File: src/rtl/paddle_pos_ctrl.sv
// paddle_pos_ctrl: writer side of the paddle-position interface.
// Moves each paddle at most once per frame, at the first vertical-blanking
// line, using a per-player IDLE/SLOW/FAST motion FSM with wall clamping.
// Optional build macro: PADDLE_AI_P2_EN (player 2 tracks ball_y, never FAST).
module paddle_pos_ctrl #(
    parameter int PADDLE_H     = 50,
    parameter int Y_TOP        = 0,
    parameter int Y_BOT        = 480,
    parameter int INIT_Y       = 215,
    parameter int UPD_LINE     = 480,
    parameter int STEP_SLOW    = 2,
    parameter int STEP_FAST    = 6,
    parameter int ACCEL_FRAMES = 8
) (
    input  logic       clk,
    input  logic       rst_n,
    input  logic [9:0] h_cnt,
    input  logic [9:0] v_cnt,
    input  logic       p1_up,
    input  logic       p1_dn,
    input  logic       p2_up,
    input  logic       p2_dn,
`ifdef PADDLE_AI_P2_EN
    input  logic [9:0] ball_y,
`endif
    output logic [9:0] P1_y,
    output logic [9:0] P2_y,
    output logic       frame_upd
);

    typedef enum logic [1:0] {ST_IDLE, ST_SLOW, ST_FAST} state_t;
    typedef enum logic [1:0] {DIR_NONE, DIR_UP, DIR_DN} dir_t;

    localparam int          HOLD_W   = $clog2(ACCEL_FRAMES + 1);
    localparam logic [10:0] Y_MIN    = 11'(Y_TOP);
    localparam logic [10:0] Y_MAX    = 11'(Y_BOT - PADDLE_H);
    localparam logic [10:0] STEP_S   = 11'(STEP_SLOW);
    localparam logic [10:0] STEP_F   = 11'(STEP_FAST);
    localparam logic [9:0]  UPD_V    = 10'(UPD_LINE);
    localparam logic [HOLD_W-1:0] HOLD_MAX = HOLD_W'(ACCEL_FRAMES);
`ifdef PADDLE_AI_P2_EN
    localparam logic AI_P2 = 1'b1;
`else
    localparam logic AI_P2 = 1'b0;
`endif

    function automatic dir_t decode_dir(input logic up, input logic dn);
        if (up && !dn) return DIR_UP;
        if (dn && !up) return DIR_DN;
        return DIR_NONE;
    endfunction

    logic [3:0] r_btn_meta, r_btn_sync;
    logic       r_cond, r_cond_d;
    logic       w_upd;
    dir_t       w_dir_p1, w_dir_p2;
    logic [9:0] w_y [2];

    // Two-flop synchronizers for the asynchronous buttons.
    // NOTE: sequential state uses non-blocking (<=) so every flop samples pre-edge values.
    always_ff @(posedge clk or negedge rst_n) begin
        if (!rst_n) begin
            r_btn_meta <= '0;
            r_btn_sync <= '0;
        end else begin
            r_btn_meta <= {p2_dn, p2_up, p1_dn, p1_up};
            r_btn_sync <= r_btn_meta;
        end
    end

    // Registered update condition and its delayed copy for rising-edge detection.
    always_ff @(posedge clk or negedge rst_n) begin
        if (!rst_n) begin
            r_cond    <= 1'b0;
            r_cond_d  <= 1'b0;
            frame_upd <= 1'b0;
        end else begin
            r_cond    <= (v_cnt == UPD_V) && (h_cnt == 10'd0);
            r_cond_d  <= r_cond;
            frame_upd <= w_upd;
        end
    end

    // One update per frame even when the counters dwell on the update pixel.
    assign w_upd    = r_cond && !r_cond_d;
    assign w_dir_p1 = decode_dir(r_btn_sync[0], r_btn_sync[1]);

`ifdef PADDLE_AI_P2_EN
    logic [10:0] w_p2_ctr, w_ball;
    assign w_p2_ctr = {1'b0, w_y[1]} + 11'(PADDLE_H / 2);
    assign w_ball   = {1'b0, ball_y};

    // Player 2 steers its centre toward the ball, with a STEP_SLOW dead band.
    always_comb begin
        w_dir_p2 = DIR_NONE;
        if (w_p2_ctr > w_ball + STEP_S)
            w_dir_p2 = DIR_UP;
        else if (w_p2_ctr + STEP_S < w_ball)
            w_dir_p2 = DIR_DN;
    end
`else
    assign w_dir_p2 = decode_dir(r_btn_sync[2], r_btn_sync[3]);
`endif

    for (genvar g = 0; g < 2; g++) begin : g_player
        localparam logic FAST_OK = (g == 0) || !AI_P2;

        dir_t              w_dir;
        state_t            r_state, w_state_nx;
        logic [HOLD_W-1:0] r_hold, w_hold_nx;
        logic              r_dir_up, w_dir_up_nx;
        logic              w_move;
        logic [10:0]       w_step, w_y_ext;
        logic [9:0]        r_y, w_y_nx;

        assign w_dir    = (g == 0) ? w_dir_p1 : w_dir_p2;
        assign w_y_ext  = {1'b0, r_y};
        assign w_y[g]   = r_y;

        // Motion FSM next state, hold counter and clamped next position.
        always_comb begin
            // NOTE: every output gets a default first so no path can infer a latch.
            w_state_nx  = r_state;
            w_hold_nx   = r_hold;
            w_dir_up_nx = r_dir_up;
            w_move      = 1'b0;
            w_step      = STEP_S;
            w_y_nx      = r_y;

            unique case (r_state)
                ST_IDLE: begin
                    if (w_dir != DIR_NONE) begin
                        w_state_nx  = ST_SLOW;
                        w_hold_nx   = HOLD_W'(1);
                        w_dir_up_nx = (w_dir == DIR_UP);
                        w_move      = 1'b1;
                    end
                end
                ST_SLOW, ST_FAST: begin
                    if (w_dir == DIR_NONE) begin
                        w_state_nx = ST_IDLE;
                        w_hold_nx  = '0;
                    end else if ((w_dir == DIR_UP) != r_dir_up) begin
                        w_state_nx  = ST_SLOW;
                        w_hold_nx   = HOLD_W'(1);
                        w_dir_up_nx = (w_dir == DIR_UP);
                        w_move      = 1'b1;
                    end else if (r_state == ST_FAST) begin
                        w_step = STEP_F;
                        w_move = 1'b1;
                    end else begin
                        w_hold_nx = (r_hold == HOLD_MAX) ? r_hold : r_hold + 1'b1;
                        if (w_hold_nx == HOLD_MAX && FAST_OK)
                            w_state_nx = ST_FAST;
                        w_move = 1'b1;
                    end
                end
                default: w_state_nx = ST_IDLE;
            endcase

            if (w_move && w_dir_up_nx)
                w_y_nx = (w_y_ext < Y_MIN + w_step) ? Y_MIN[9:0] : r_y - w_step[9:0];
            else if (w_move)
                w_y_nx = (w_y_ext + w_step > Y_MAX) ? Y_MAX[9:0] : r_y + w_step[9:0];
        end

        // Commit FSM and position only on the frame update event.
        always_ff @(posedge clk or negedge rst_n) begin
            if (!rst_n) begin
                r_state  <= ST_IDLE;
                r_hold   <= '0;
                r_dir_up <= 1'b0;
                r_y      <= 10'(INIT_Y);
            end else if (w_upd) begin
                r_state  <= w_state_nx;
                r_hold   <= w_hold_nx;
                r_dir_up <= w_dir_up_nx;
                r_y      <= w_y_nx;
            end
        end
    end

    assign P1_y = w_y[0];
    assign P2_y = w_y[1];

endmodule

File: config.mk
export PLATFORM = sky130hd
export DESIGN_NAME = paddle_pos_ctrl
export DESIGN_NICKNAME = d
export VERILOG_FILES = /design/src/rtl/paddle_pos_ctrl.sv
export SDC_FILE = /design/constraint.sdc
export NUM_CORES = 1
export LEC_CHECK = 0
export BUFFER_PORTS_ARGS = -buffer_cell sky130_fd_sc_hd__buf_2
export CAP_MARGIN = 20
export CORE_MARGIN = 5
export CORE_UTILIZATION = 48
export CTS_CLUSTER_SIZE = 20
export DETAILED_ROUTE_END_ITERATION = 10
export PLACE_DENSITY = 0.8
export SLEW_MARGIN = 40
export SYNTH_ARGS = -nofsm -noshare
export SYNTH_HDL_FRONTEND = slang
export SYNTH_SLANG_ARGS = --single-unit
File: constraint.sdc
create_clock -name clk -period 3.2 [get_ports clk]
set_input_delay 0.64 -clock clk [delete_from_list [all_inputs] [get_ports clk]]
set_output_delay 0.64 -clock clk [all_outputs]
set_load 0.02 [all_outputs]
[Word-level counts from Yosys, hierarchy flattened]
Index checks and enable logic that the tools add are counted.
W data, S select, Z words.
Storage, ports and cells
  bits in registers: 45
  latch bits: 0
  RAM bits: 0
  bits in read-only memories: 0
  output and inout port bits: 21
  memories: 0
Operators by class
  add/sub/neg operators: 8
  multipliers: 0
  div/mod/pow operators: 0
  $lt $le $gt $ge: 4
  eq/ne operators: 19
  shift operators: 0
  mux-type cells: 68
  bitwise gates (word level): 0
  reductions and logical operators: 32
Operators with widths (count)
  $mux W10: 8
  $mux W4: 10
  $mux W2: 18
  $mux W3: 8
  $add A10 B11 Y11: 2
  $gt A11 B9 Y1 const B: 2
  $lt A10 B11 Y1: 2
  $add A10 B10 Y10: 2
  $sub A10 B10 Y10: 2
  $eq A4 B4 Y1 const B: 4
  $mux W1: 16
  $ne A4 B4 Y1 const B: 4
  $pmux W4 S2: 2
  $reduce_and A4 Y1: 4
  $reduce_bool A2 Y1: 6
  $eq A10 B9 Y1 const B: 1
  $logic_not A10 Y1: 1
  $add A4 B1 Y4 const B: 2
  $eq A2 B1 Y1 const B: 4
  $logic_and A1 B1 Y1: 8
  $logic_not A2 Y1: 4
  $pmux W1 S2: 4
  $pmux W2 S2: 2
  $logic_not A1 Y1: 5
  5 further kinds: 10

[Longest topological paths before layout]
Gate-level depths: netlist (run 1).
  word-level depth: 16
  depth in mapped cells: 15
  mapped depth without buffers: 15

[Worst setup path before layout (run 1)]
No wires, ideal clock.
  path kind: reg2reg
  from: register r_btn_sync[2]
  to: register g_player[1].r_y[2], in the netlist P2_y[2]
  arrival time: 3.176 ns
  data required time: 3.131 ns
  slack: -0.045 ns
  cell stages (with the launch flop): 13
  period minus slack after synthesis: 3.245 ns
  cell sequence: dfrtp_1 > ha_1 > xnor2_1 > and3b_1 > nand2_1 > ha_1 > and2b_4 > o2111ai_4 > or4_4 > a32oi_2 > o22ai_2 > a311o_1 > o21ai_2
On the way
  cells in the longest elaborated chain, start to end: 16
  elaborated cells on any way between the ends: 35
  those cells by class: add/sub (3); order compare (2); eq/ne (2); mux (20); reduce/logical (8)
RTL lines
  from (decl): RTL line 53  | logic [3:0] r_btn_meta, r_btn_sync;
  from (signal assigned): RTL line 67  | r_btn_sync <= r_btn_meta;
  $logic_not A1 Y1: RTL line 49  | if (dn && !up) return DIR_DN;
  $logic_and A1 B1 Y1: RTL line 49
  $mux W1 (2 in a row): RTL line 49
  $mux W2: RTL line 50  | return DIR_NONE;
  $mux W2 *: RTL line 49
  $eq A2 B1 Y1: RTL line 135, 143, 146
  $ne A1 B1 Y1: RTL line 143  | end else if ((w_dir == DIR_UP) != r_dir_up) begin
  $mux W3: RTL line 143
  $mux W3: RTL line 140  | if (w_dir == DIR_NONE) begin
  $mux W3: RTL line 130  | unique case (r_state)
  $add A10 B11 Y11: RTL line 164  | w_y_nx = (w_y_ext + w_step > Y_MAX) ? Y_MAX[9:0] : r_y + w_step[9:0];
  $gt A11 B9 Y1: RTL line 164
  $mux W10: RTL line 164
  $mux W10: RTL line 163  | else if (w_move)
  $mux W10: RTL line 161  | if (w_move && w_dir_up_nx)
  to (signal assigned): RTL line 173  | r_y <= 10'(INIT_Y);
  to (signal assigned): RTL line 178  | r_y <= w_y_nx;
  to (decl): RTL line 114  | logic [9:0] r_y, w_y_nx;
Every way passes the cells marked *; elsewhere a longest branch is shown, timed or not. The select of a mux whose other input is x is not followed.
A chain may end at the register's enable or synchronous reset.

[Worst setup path in the final report (run 1)]
  from: register g_player[0].r_state[1]
  to: register g_player[0].r_y[1], in the netlist P1_y[1]
On the way
  cells in the longest elaborated chain, start to end: 10
  elaborated cells on any way between the ends: 22
  those cells by class: add/sub (3); order compare (2); eq/ne (2); mux (10); reduce/logical (5)
RTL lines
  from (decl): RTL line 109  | state_t r_state, w_state_nx;
  from (signal assigned): RTL line 175  | r_state <= w_state_nx;
  $eq A2 B2 Y1: RTL line 130, 148
  $mux W3: RTL line 148  | end else if (r_state == ST_FAST) begin
  $mux W3: RTL line 143
  $mux W3: RTL line 140
  $mux W3: RTL line 130
  $add A10 B11 Y11: RTL line 164
  $gt A11 B9 Y1: RTL line 164
  $mux W10: RTL line 164
  $mux W10: RTL line 163
  $mux W10: RTL line 161
  to (signal assigned): RTL line 173
  to (signal assigned): RTL line 178
  to (decl): RTL line 114
Several ways; a longest one is shown, not always the timed one. The select of a mux whose other input is x is not followed.

==> results by stage, run 1 <==
Finish:
- The final-stage net count is 507.
- The layout has 586 filler cells.
- Leaving out filler cells and counting taps, the final layout contains roughly 560.
- Summing all flip-flop and latch instances after layout gives 0.00114 mm².
- The antenna diode count is 0.
- Of the cells placed in the final design, the portion with a size suffix greater than 1 is 26.7%.
- The area of combinational cells with multiple inputs is 0.00221 mm².
- The layout overhead on the synthesized area is 20.2%.

Worst setup path:
- The maximum fanout count along the critical path is 4.
- The worst setup path is captured at a register.
- The worst setup path is launched from a register.
- The worst setup path is of the reg2reg kind.
- The reg-to-reg critical path startpoint is g_player[0].r_state[1].
- The setup check on the worst reg-to-reg path leaves a slack of 0.09 ns.
- The capturing point of the worst reg2reg path is P1_y[1].
- The number of cells traversed by the worst register-to-register path is 13.
- STA puts the critical path data arrival time at around 3.4 ns.
- The worst setup path endpoint is P1_y[1].
- The launch point of the critical path is g_player[0].r_state[1].
- For the worst setup path, the data required time is ~3.4 ns.

Die:
- The core region is just under 0.007 mm².
- For this configuration, the core starts out at a cell density of 49.4%.
- The I/O pin count is 47.
- Measured along the x axis, the die boundary spans 93.7 µm.
- In this run the vertical extent of the chip is 93.7 µm.
- The die covers 0.00877 mm².
- The placement row count is 30.

Route:
- The via count normalized by instance count is 5.87.
- The number of nets with antenna violations after routing is 0.
- After detailed routing, the total wire length is 8300 µm.
- The detailed router finished its first iteration with 163 violations.
- The first-pass detailed-route iteration total is 5.
- The vias after detailed routing is 3,263.
- For this run, design rule violations remaining after detail routing come to 0.
- The post-detailed-route wirelength per cell is 14.9 µm.

Place:
- Buffers placed on the I/O ports in this run total 46.
- The routability congestion estimate is 0.931.
- The wire-length estimate of the detail-placed layout is 6150 µm.
- The cell count after placement is 545.

Yosys:
- The unique cell type count in the Yosys netlist is 63.
- The share of flip-flops with an asynchronous set or reset after synthesis is 100%.
- The primary flip-flop cell chosen by synthesis mapping is sky130_fd_sc_hd__dfrtp_1.
- The flip-flop and latch count after synthesis is 45.
- The share of synthesized area occupied by flip-flops and latches is between 30% and 40%.
- The number of enable-type register cells in the synthesized netlist is 0.
- Counting every instance in the synthesized netlist gives 400.
- During synthesis, Yosys emitted a total of 0 warnings.
- Synthesis produced a netlist with a net count of approximately 450.
- A synthesized cell averages 8.40 µm².
- Summing every instance area after synthesis gives 0.00336 mm².

Clock network:
- The clock tree from TritonCTS is built.
- Counting every sink on the clock net gives between 40 and 50.
- The source-to-sink clock delay at the later pin of the worst-skew pair is 0.31 ns.
- The worst-case clock buffer depth is 2.
- Counting the buffers created by CTS gives 5.
- The maximum level of the CTS H-tree is 2.
- The root buffer cell chosen for the clock tree is sky130_fd_sc_hd__clkbuf_8.
- The clock-pin slew reported for the worst setup and hold paths after clock tree synthesis is about 0.1 ns.

Pwr:
- IR analysis of the VDD net gives a maximum drop of just under 0.2 mV.
- The cell area power density is 252 mW/mm².
- The static leakage power is about 1.8 nW.
- The design draws between 1 and 1.5 mW.

Timing:
- The worst path in the final design needs a cycle of 3.11 ns, including I/O delays and setup.
- The number of hold violations in the final report is 0.
- The setup-violating endpoint count in the final report is 0.
- Between clock sinks in the finished design, the worst skew comes to between 0.006 and 0.007 ns.
- The final number of max-transition violations was 0.
- At the pin with the least slew margin, the transition time is 0.560 ns.
- The post-route fraction of the period consumed by the critical path is about 97%.
- For the final routed database, the setup TNS stands at 0 ns.
- The worst pin sits at a relative slew slack of 62.6%.
- Setup repair after global routing could not meet its margin everywhere.
- The maximum clock rate is 322 MHz.

Status:
- The flow ran to the end, and the final reports show no timing, DRC or antenna violations.

Global route:
- Across every metal layer, demand over resource in global routing totals between 10% and 20%.
- Entering global routing, the biggest net connects 46 pins.
- Global routing finished with a remaining overflow of 0.
- The first global-routing pass estimated around 14,000 µm of wire.
- The via count of the first global-routing pass is 3,086.
- The number of antenna violations at the first check in global routing is 0.

Flow run:
- The total of max-cap violations is 0.

Hold path:
- The worst min-delay path category is in2async.
[cell type report]
type	instances	share of cell area [%]
well taps	96	2.97
repair buffers	65	9.29
inverters	26	2.42
flip-flops and latches	45	28.3
clock buffers	5	1.70
clock inverters	3	0.651
multi-input cells	316	54.7
[power breakdown]
group / leakage [nW] / internal [mW] / switching [mW]
clock network: 0.0487 / 0.159 / 0.219
registers: 0.566 / 0.574 / 0.00180
logic: 1.18 / 0.0273 / 0.0373
[worst min-delay path by stage]
stage / startpoint / depth (start not counted) / slack (ns) / endpoint
2_1_floorplan: r_btn_meta[0] / 0 / 0.33 / r_btn_sync[0]
3_3_place_gp: r_btn_meta[3] / 0 / 0.34 / r_btn_sync[3]
3_5_place_dp: r_btn_meta[3] / 0 / 0.34 / r_btn_sync[3]
4_1_cts: rst_n / 1 / 0.33 / g_player[1].r_hold[2]
5_1_grt: rst_n / 1 / 0.36 / g_player[1].r_hold[2]
6_report: rst_n / 1 / 0.32 / g_player[1].r_hold[1]
[kinds of logic (layout without fill, tap and decap cells)]
| logic type | after synthesis | in the layout | share of synthesized area, % |
|---|---|---|---|
| xor gates and xnor gates | 16 | 16 | 4.17 |
| and+or+nand+nor | 154 | 154 | 23.6 |
| adders and majority gates | 22 | 22 | 9.09 |
| buffers and inverters | 39 | 99 | 4.43 |
| AOI/OAI and AO/OA | 119 | 119 | 23.2 |
| DFF | 45 | 45 | 34.0 |
| muxes | 5 | 5 | 1.53 |
[cell usage in the layout (no fill, tap or decap), types with 4 or more instances in the layout]
master / n
sky130_fd_sc_hd__a21oi_1: 25
sky130_fd_sc_hd__a31oi_1: 7
sky130_fd_sc_hd__and3_1: 6
sky130_fd_sc_hd__buf_2: 45
sky130_fd_sc_hd__buf_4: 20
sky130_fd_sc_hd__clkbuf_8: 5
sky130_fd_sc_hd__dfrtp_1: 33
sky130_fd_sc_hd__dfstp_2: 12
sky130_fd_sc_hd__ha_1: 15
sky130_fd_sc_hd__inv_1: 25
sky130_fd_sc_hd__mux2i_1: 4
sky130_fd_sc_hd__nand2_1: 43
sky130_fd_sc_hd__nand3_1: 11
sky130_fd_sc_hd__nor2_1: 33
sky130_fd_sc_hd__nor3_1: 11
sky130_fd_sc_hd__nor4_1: 5
sky130_fd_sc_hd__o211ai_1: 5
sky130_fd_sc_hd__o21ai_0: 39
sky130_fd_sc_hd__o21ai_1: 4
sky130_fd_sc_hd__o22ai_1: 4
sky130_fd_sc_hd__o31ai_1: 5
sky130_fd_sc_hd__xnor2_1: 5
sky130_fd_sc_hd__xor2_1: 8
[worst max-delay path, stage by stage, from the launching register on]
cell and delay [ns]:
sky130_fd_sc_hd__dfrtp_1 0.39, sky130_fd_sc_hd__inv_1 0.09, sky130_fd_sc_hd__ha_4 0.29, sky130_fd_sc_hd__nor2b_2 0.15
sky130_fd_sc_hd__and2_4 0.16, sky130_fd_sc_hd__nand2_2 0.07, sky130_fd_sc_hd__ha_1 0.31, sky130_fd_sc_hd__nor2b_2 0.18
sky130_fd_sc_hd__o21ai_0 0.12, sky130_fd_sc_hd__xor2_1 0.34, sky130_fd_sc_hd__mux2i_1 0.26, sky130_fd_sc_hd__o22ai_2 0.13
sky130_fd_sc_hd__or3_4 0.37, sky130_fd_sc_hd__a31oi_1 0.18
[registers in the layout (all words and copies together) (netlist names)]
name / count
g_player.r_dir_up: 2
frame_upd: 1
g_player.r_state: 4
r_cond_d: 1
g_player.r_hold: 8
r_cond: 1
P1_y: 10
r_btn_meta: 4
P2_y: 10
r_btn_sync: 4
[metal layers]
metal	up-vias	GRT usage, %	part of all wire, %
li1	1561	-	-
met1	1537	27.4	44
met2	147	31.0	47
met3	18	3.45	7.1
met4	0	7.34	2.1
met5	-	0	0
[cell usage after synthesis, types with 2 or more instances]
master	count	area share, %
sky130_fd_sc_hd__a211oi_1	2	0.45
sky130_fd_sc_hd__a21boi_0	2	0.45
sky130_fd_sc_hd__a21oi_1	25	3.7
sky130_fd_sc_hd__a31oi_1	7	1.3
sky130_fd_sc_hd__a32oi_1	3	0.78
sky130_fd_sc_hd__and2_1	4	0.74
sky130_fd_sc_hd__and3_1	6	1.1
sky130_fd_sc_hd__and4b_1	3	0.89
sky130_fd_sc_hd__buf_1	2	0.22
sky130_fd_sc_hd__buf_2	2	0.30
sky130_fd_sc_hd__clkbuf_1	9	1.0
sky130_fd_sc_hd__dfrtp_1	33	25
sky130_fd_sc_hd__dfstp_2	12	9.4
sky130_fd_sc_hd__fa_1	4	2.4
sky130_fd_sc_hd__ha_1	18	6.7
sky130_fd_sc_hd__inv_1	25	2.8
sky130_fd_sc_hd__mux2i_1	4	1.2
sky130_fd_sc_hd__nand2_1	45	5.0
sky130_fd_sc_hd__nand2b_1	4	0.74
sky130_fd_sc_hd__nand3_1	11	1.6
sky130_fd_sc_hd__nand3b_1	3	0.67
sky130_fd_sc_hd__nand4_1	3	0.56
sky130_fd_sc_hd__nand4b_1	3	0.78
sky130_fd_sc_hd__nor2_1	34	3.8
sky130_fd_sc_hd__nor2b_1	4	0.74
sky130_fd_sc_hd__nor3_1	11	1.6
sky130_fd_sc_hd__nor3b_1	2	0.45
sky130_fd_sc_hd__nor4_1	7	1.3
sky130_fd_sc_hd__nor4b_1	3	0.78
sky130_fd_sc_hd__o211ai_1	5	1.1
sky130_fd_sc_hd__o21a_1	2	0.45
sky130_fd_sc_hd__o21ai_0	39	5.8
sky130_fd_sc_hd__o21ai_1	4	0.60
sky130_fd_sc_hd__o221ai_1	2	0.52
sky130_fd_sc_hd__o22a_1	3	0.78
sky130_fd_sc_hd__o22ai_1	5	0.93
sky130_fd_sc_hd__o31ai_1	5	1.1
sky130_fd_sc_hd__o41ai_1	2	0.52
sky130_fd_sc_hd__or2_2	2	0.37
sky130_fd_sc_hd__or3_1	3	0.56
sky130_fd_sc_hd__xnor2_1	8	2.1
sky130_fd_sc_hd__xor2_1	8	2.1
[per-stage QoR]
step | util, % | cell area (µm²) | worst slack [ns] | hold WS [ns]
after CTS | 57.4 | 3900 | 0.0242 | 0.333
final | 59.4 | 4040 | 0.0945 | 0.318
after detailed placement | 55.8 | 3790 | -0.0834 | 0.336
after floorplan | - | 3370 | 0.0280 | 0.331
after global routing | 59.4 | 4040 | -0.0489 | 0.360
after global placement | 55.7 | 3790 | 0.106 | 0.335
[repair_timing]
| action | 4_1_cts | 5_1_grt |
|---|---|---|
| hold buffers | 0 | 0 |
| resized for setup | 3 | 24 |
| pin swaps | 1 | 6 |
| setup endpoints to repair | 5 | 15 |
| setup buffers | 1 | 2 |
Note: power is estimated with default switching activity, not from simulation.
==> run 2: changes to the inputs <==
--- a/config.mk
+++ b/config.mk
@@ -5,6 +5,7 @@
 export SDC_FILE = /design/constraint.sdc
 export NUM_CORES = 1
 export LEC_CHECK = 0
+export ABC_AREA = 1
 export BUFFER_PORTS_ARGS = -buffer_cell sky130_fd_sc_hd__buf_2
 export CAP_MARGIN = 20
 export CORE_MARGIN = 5
==> run 2 against run 1 <==
  * Clock skew increased by 0.0032 ns
  * Area after synthesis decreased by 0.52%
  * Global-route usage decreased by 1.4 points
  * Maximum frequency increased by 7.3%
  * Non-clock buffer count decreased by 18
  * Via count decreased by 3.6%
  * Routed wire length decreased by 7.3%
  * Die area decreased by 0.47%
  * Worst setup slack improved by 0.21 ns
  * Clock power increased by 18%
  * Critical path type unchanged
  * Largest power group unchanged
==> results by stage, run 2 <==
Yosys:
- In the post-synthesis netlist, the cell with the most instances is sky130_fd_sc_hd__nand2_1.
- The netlist area before placement is 0.00334 mm² (-0.52%).
- By count the netlist is led by 112 x sky130_fd_sc_hd__nand2_1, 79 x sky130_fd_sc_hd__inv_1, 43 x sky130_fd_sc_hd__nor2_1.
- The number of enable-type register cells in the synthesized netlist was 0 (unchanged).
- The count of mapped cells out of synthesis came to 465 (+16%).
- The post-synthesis area per instance came to 7.19 µm² (-14%).
- The synthesized netlist net count is 513 (+15%).
- Ranked by total cell area, the synthesized netlist is headed by sky130_fd_sc_hd__dfrtp_1 25%, sky130_fd_sc_hd__nand2_1 13%, sky130_fd_sc_hd__dfstp_2 9.4%, sky130_fd_sc_hd__inv_1 8.9%, sky130_fd_sc_hd__ha_1 6.7%.
- The flip-flop and latch count after synthesis is 45 (unchanged).
- The share of flip-flops with an asynchronous set or reset after synthesis is 100% (unchanged).
- The share of the synthesized area in the top cell type is 24.7% (+0.13 points).
- The largest area contributor in the synthesized netlist is sky130_fd_sc_hd__dfrtp_1.
- The share of synthesized area occupied by flip-flops and latches was 34.1% (+0.18 points).
- The unique cell type count in the Yosys netlist is 37 (-41%).
- The yosys synthesis warning count is 0 (unchanged).
- Among all flip-flop cells after synthesis, the most frequent one is sky130_fd_sc_hd__dfrtp_1.

Worst setup path:
- The number of cells traversed by the worst register-to-register path was 18 (+5).
- The critical path goes through ha_1 -> inv_1 -> nand4_1 -> nor2_1 -> inv_1 -> fa_1 -> inv_1 -> nand2_1 -> nor2_2 -> nand2_2 -> nor2_2 -> nand3_1 -> o21ai_2 -> nand2_1 -> nand2_1 -> nand2_1 -> nand2_1 -> o21ai_1.
- The worst setup path category is reg2reg.
- The critical path's slowest cell is sky130_fd_sc_hd__fa_1.
- The endpoint kind of the worst setup timing path is a register.
- The maximum fanout count along the critical path came to 8 (+4).
- The cell type with the highest occurrence count on the critical path is sky130_fd_sc_hd__nand2_1.
- STA classifies the critical path startpoint as a register.
- The worst path required time was 3.39 ns (-0.05 ns).
- The arrival time reported for the critical path endpoint is 3.09 ns (-0.26 ns).
- The delay of the slowest cell on the worst path is 0.42 ns (+0.03 ns).

Pwr:
- The cell area power density is 286 mW/mm² (+14%).
- The static leakage power is 2.04 nW (+14%).
- The share of power burned in registers was 52.9% (-3.6 points).
- The internal power of the cells came to 0.832 mW (+9.3%).
- The switching power of the nets is 0.256 mW (-0.83%).
- The highest ir drop seen on vdd came to 0.200 mV (+3.1%).
- The power share of the combinational group was 6.1% (-0.2 points).
- The clock share of power was 41.0% (+3.8 points).
- The net switching fraction of the power is 23.6% (-1.8 points).

Timing:
- The number of hold violations in the final report was 0 (unchanged).
- Setup repair after global routing left no endpoint under its margin.
- The final number of max-transition violations was 0 (unchanged).
- The pin slew with the least headroom to its limit is 0.557 ns (-0.00232 ns).
- The maximum clock rate came to 345 MHz (+7.3%).
- The setup total negative slack is 0 ns (unchanged).
- The max-slew headroom at the worst pin is 62.8% (+0.25 points).
- The post-route fraction of the period consumed by the critical path is 90.5% (-6.6 points).
- The final critical path time including I/O delays and setup is 2.90 ns (-0.210 ns).
- The final worst clock skew is 0.00990 ns (+0.00321 ns).
- The setup-violating endpoint count in the final report was 0 (unchanged).

Clock network:
- TritonCTS built the clock tree.
- The clock-pin slew reported for the worst setup and hold paths after clock tree synthesis came to 0.09 ns (about the same).
- The CTS sink count is 45 (unchanged).
- The worst-case clock buffer depth is 2 (unchanged).
- The maximum level of the CTS H-tree was 2 (unchanged).
- The source-to-sink clock delay at the later pin of the worst-skew pair is 0.30 ns (about the same).
- The number of buffers created by CTS is 5 (unchanged).
- The cell sitting at the root of the clock tree is a sky130_fd_sc_hd__clkbuf_8.

Finish:
- The finished layout cell area is 0.00380 mm² (-5.9%).
- The layout overhead on the synthesized area is 13.7%.
- The combined flip-flop and latch cell area is 0.00114 mm² (unchanged).
- The antenna diode count is 0 (unchanged).
- In the layout the commonest cells are 111 x sky130_fd_sc_hd__nand2_1, 78 x sky130_fd_sc_hd__inv_1, 45 x sky130_fd_sc_hd__buf_2.
- The fraction of layout instances using a drive strength above 1 is 19.5% (-7.3 points).
- The area of combinational cells with multiple inputs is 0.00187 mm² (-15%).
- The final-stage net count is 561 (+11%).
- The most common cell after layout, fill and taps aside is sky130_fd_sc_hd__nand2_1.
- The count of fill cells added during filler insertion is 637 (+8.7%).

Die:
- The floorplan core area is 0.00679 mm² (unchanged).
- The x dimension of the die is 93.4 µm (-0.23%).
- The initial cell density of the core is 49.2% (-0.26 points).
- The area enclosed by the die boundary is 0.00873 mm² (-0.47%).
- The I/O pin count is 47 (unchanged).
- The die height is 93.4 µm (-0.23%).
- The placement row count is 30 (unchanged).

Global route:
- The number of antenna violations at the first check in global routing is 0 (unchanged).
- The via count of the first global-routing pass is 3,013 (-2.4%).
- The remaining global-route overflow was 0 (unchanged).
- The global routing usage summed across all routing layers was 18.4% (-1.4 points).
- The pin count of the biggest net entering global routing is 46 (unchanged).
- The first-pass GRT wire length was 13,200 µm (-6.8%).

Route:
- The post-detailed-route wirelength per cell is 12.6 µm (-16%).
- The number of DRC markers after the initial detailed-route iteration is 119 (-27%).
- The number of nets with antenna violations after routing is 0 (unchanged).
- The post-detailed-routing wire length is 7690 µm (-7.3%).
- The first-pass detailed-route iteration total is 5 (unchanged).
- The vias after detailed routing is 3,146 (-3.6%).
- The via count normalized by instance count is 5.16 (-12%).
- The residual DRC count was 0 (unchanged).

Place:
- The post-DP HPWL is 5830 µm (-5.2%).
- The routability congestion estimate is 0.952 (+2.2%).
- The cell area after placement is 0.00367 mm² (-3.2%).
- The quantity of I/O buffers inserted on ports is 46 (unchanged).

Hold path:
- The worst min-delay path category is in2async.

Status:
- The run finished with clean final reports.

Flow run:
- The total of max-cap violations is 0 (unchanged).
==> run 2: changes by cell type in the layout (fill, tap and decap cells not counted), sizes merged, moves of 5 or more <==
cell    change
nand2      +74
xnor2       -5
and3        -6
o21ai      -17
o211ai      -5
a21oi       -9
nand3      +22
nand4       +7
inv        +55
nor3        -6
nor2       +18
buf        -18
==> run 2: metrics by stage <==
stage / cells / util [%] / setup WS (ns) / power, mW / hold WS (ns)
2_1_floorplan: 465 / - / 0.500 / 0.618 / 0.331
3_3_place_gp: 602 / 53.9 / 0.351 / 0.650 / 0.336
3_5_place_dp: 602 / 54.0 / 0.238 / 0.653 / 0.336
4_1_cts: 610 / 55.7 / 0.175 / 1.11 / 0.343
5_1_grt: 610 / 55.9 / 0.0333 / 1.14 / 0.363
6_report: 610 / 55.9 / 0.305 / 1.09 / 0.322
==> run 2: worst paths after layout <==
path / start / end / slack [ns]
max reg2reg: r_btn_sync[2] / P2_y[8] / 0.30
min in group clk: r_btn_meta[2] / r_btn_sync[2] / 0.35
max: r_btn_sync[2] / P2_y[8] / 0.30
min reg2reg: r_btn_meta[2] / r_btn_sync[2] / 0.35
min: rst_n / g_player[0].r_hold[2] / 0.32
max in group asynchronous: rst_n / P2_y[7] / 2.49
==> run 2: per-layer routing <==
metal	wire length, µm	up-vias	global-route usage [%]
li1	-	1576	-
met1	3270	1461	22.5
met2	3790	88	31.4
met3	423	21	3.54
met4	210	0	7.94
met5	0	-	0
==> run 2: cells by family (layout without fill, tap and decap cells) <==
family          count (synthesis)  count (layout)  share of synthesized area, %
fa+ha+maj                      22              22                          9.14
mux                             1               1                         0.300
flops                          45              45                          34.1
buf+inv                        89             138                          10.4
xor+xnor                       12              12                          3.15
simple gates                  228             228                          30.4
compound gates                 68              68                          12.5
==> run 2: repair_timing <==
item,4_1_cts,5_1_grt
endpoints found under the setup margin,0,9
hold buffers,0,0
gates resized for setup,0,6
setup buffers,0,0
==> run 2: layout make-up <==
| cell class | count | share of cell area, % |
|---|---|---|
| clock buffers | 5 | 1.81 |
| multi-input cells | 331 | 49.2 |
| inverters | 83 | 8.20 |
| repair buffers | 47 | 6.32 |
| flip-flops and latches | 45 | 30.0 |
| clock inverters | 3 | 1.22 |
| well taps | 96 | 3.16 |
==> run 2: power groups by stage <==
| stage | combinational, mW | clock [mW] | sequential (mW) |
|---|---|---|---|
| floorplan | 0.0320 | 0 | 0.586 |
| global route | 0.0745 | 0.488 | 0.576 |
| CTS | 0.0669 | 0.464 | 0.575 |
| finish | 0.0662 | 0.447 | 0.575 |
| detailed placement | 0.0667 | 0 | 0.586 |
| global placement | 0.0637 | 0 | 0.586 |
==> run 2: worst max-delay path: cells and delay by family, from the launching register on <==
| family | cells | cell delay, ns |
|---|---|---|
| fa+ha+maj | 2 | 0.76 |
| buf+inv | 3 | 0.32 |
| flops | 1 | 0.38 |
| simple gates | 11 | 1.13 |
| compound gates | 2 | 0.21 |
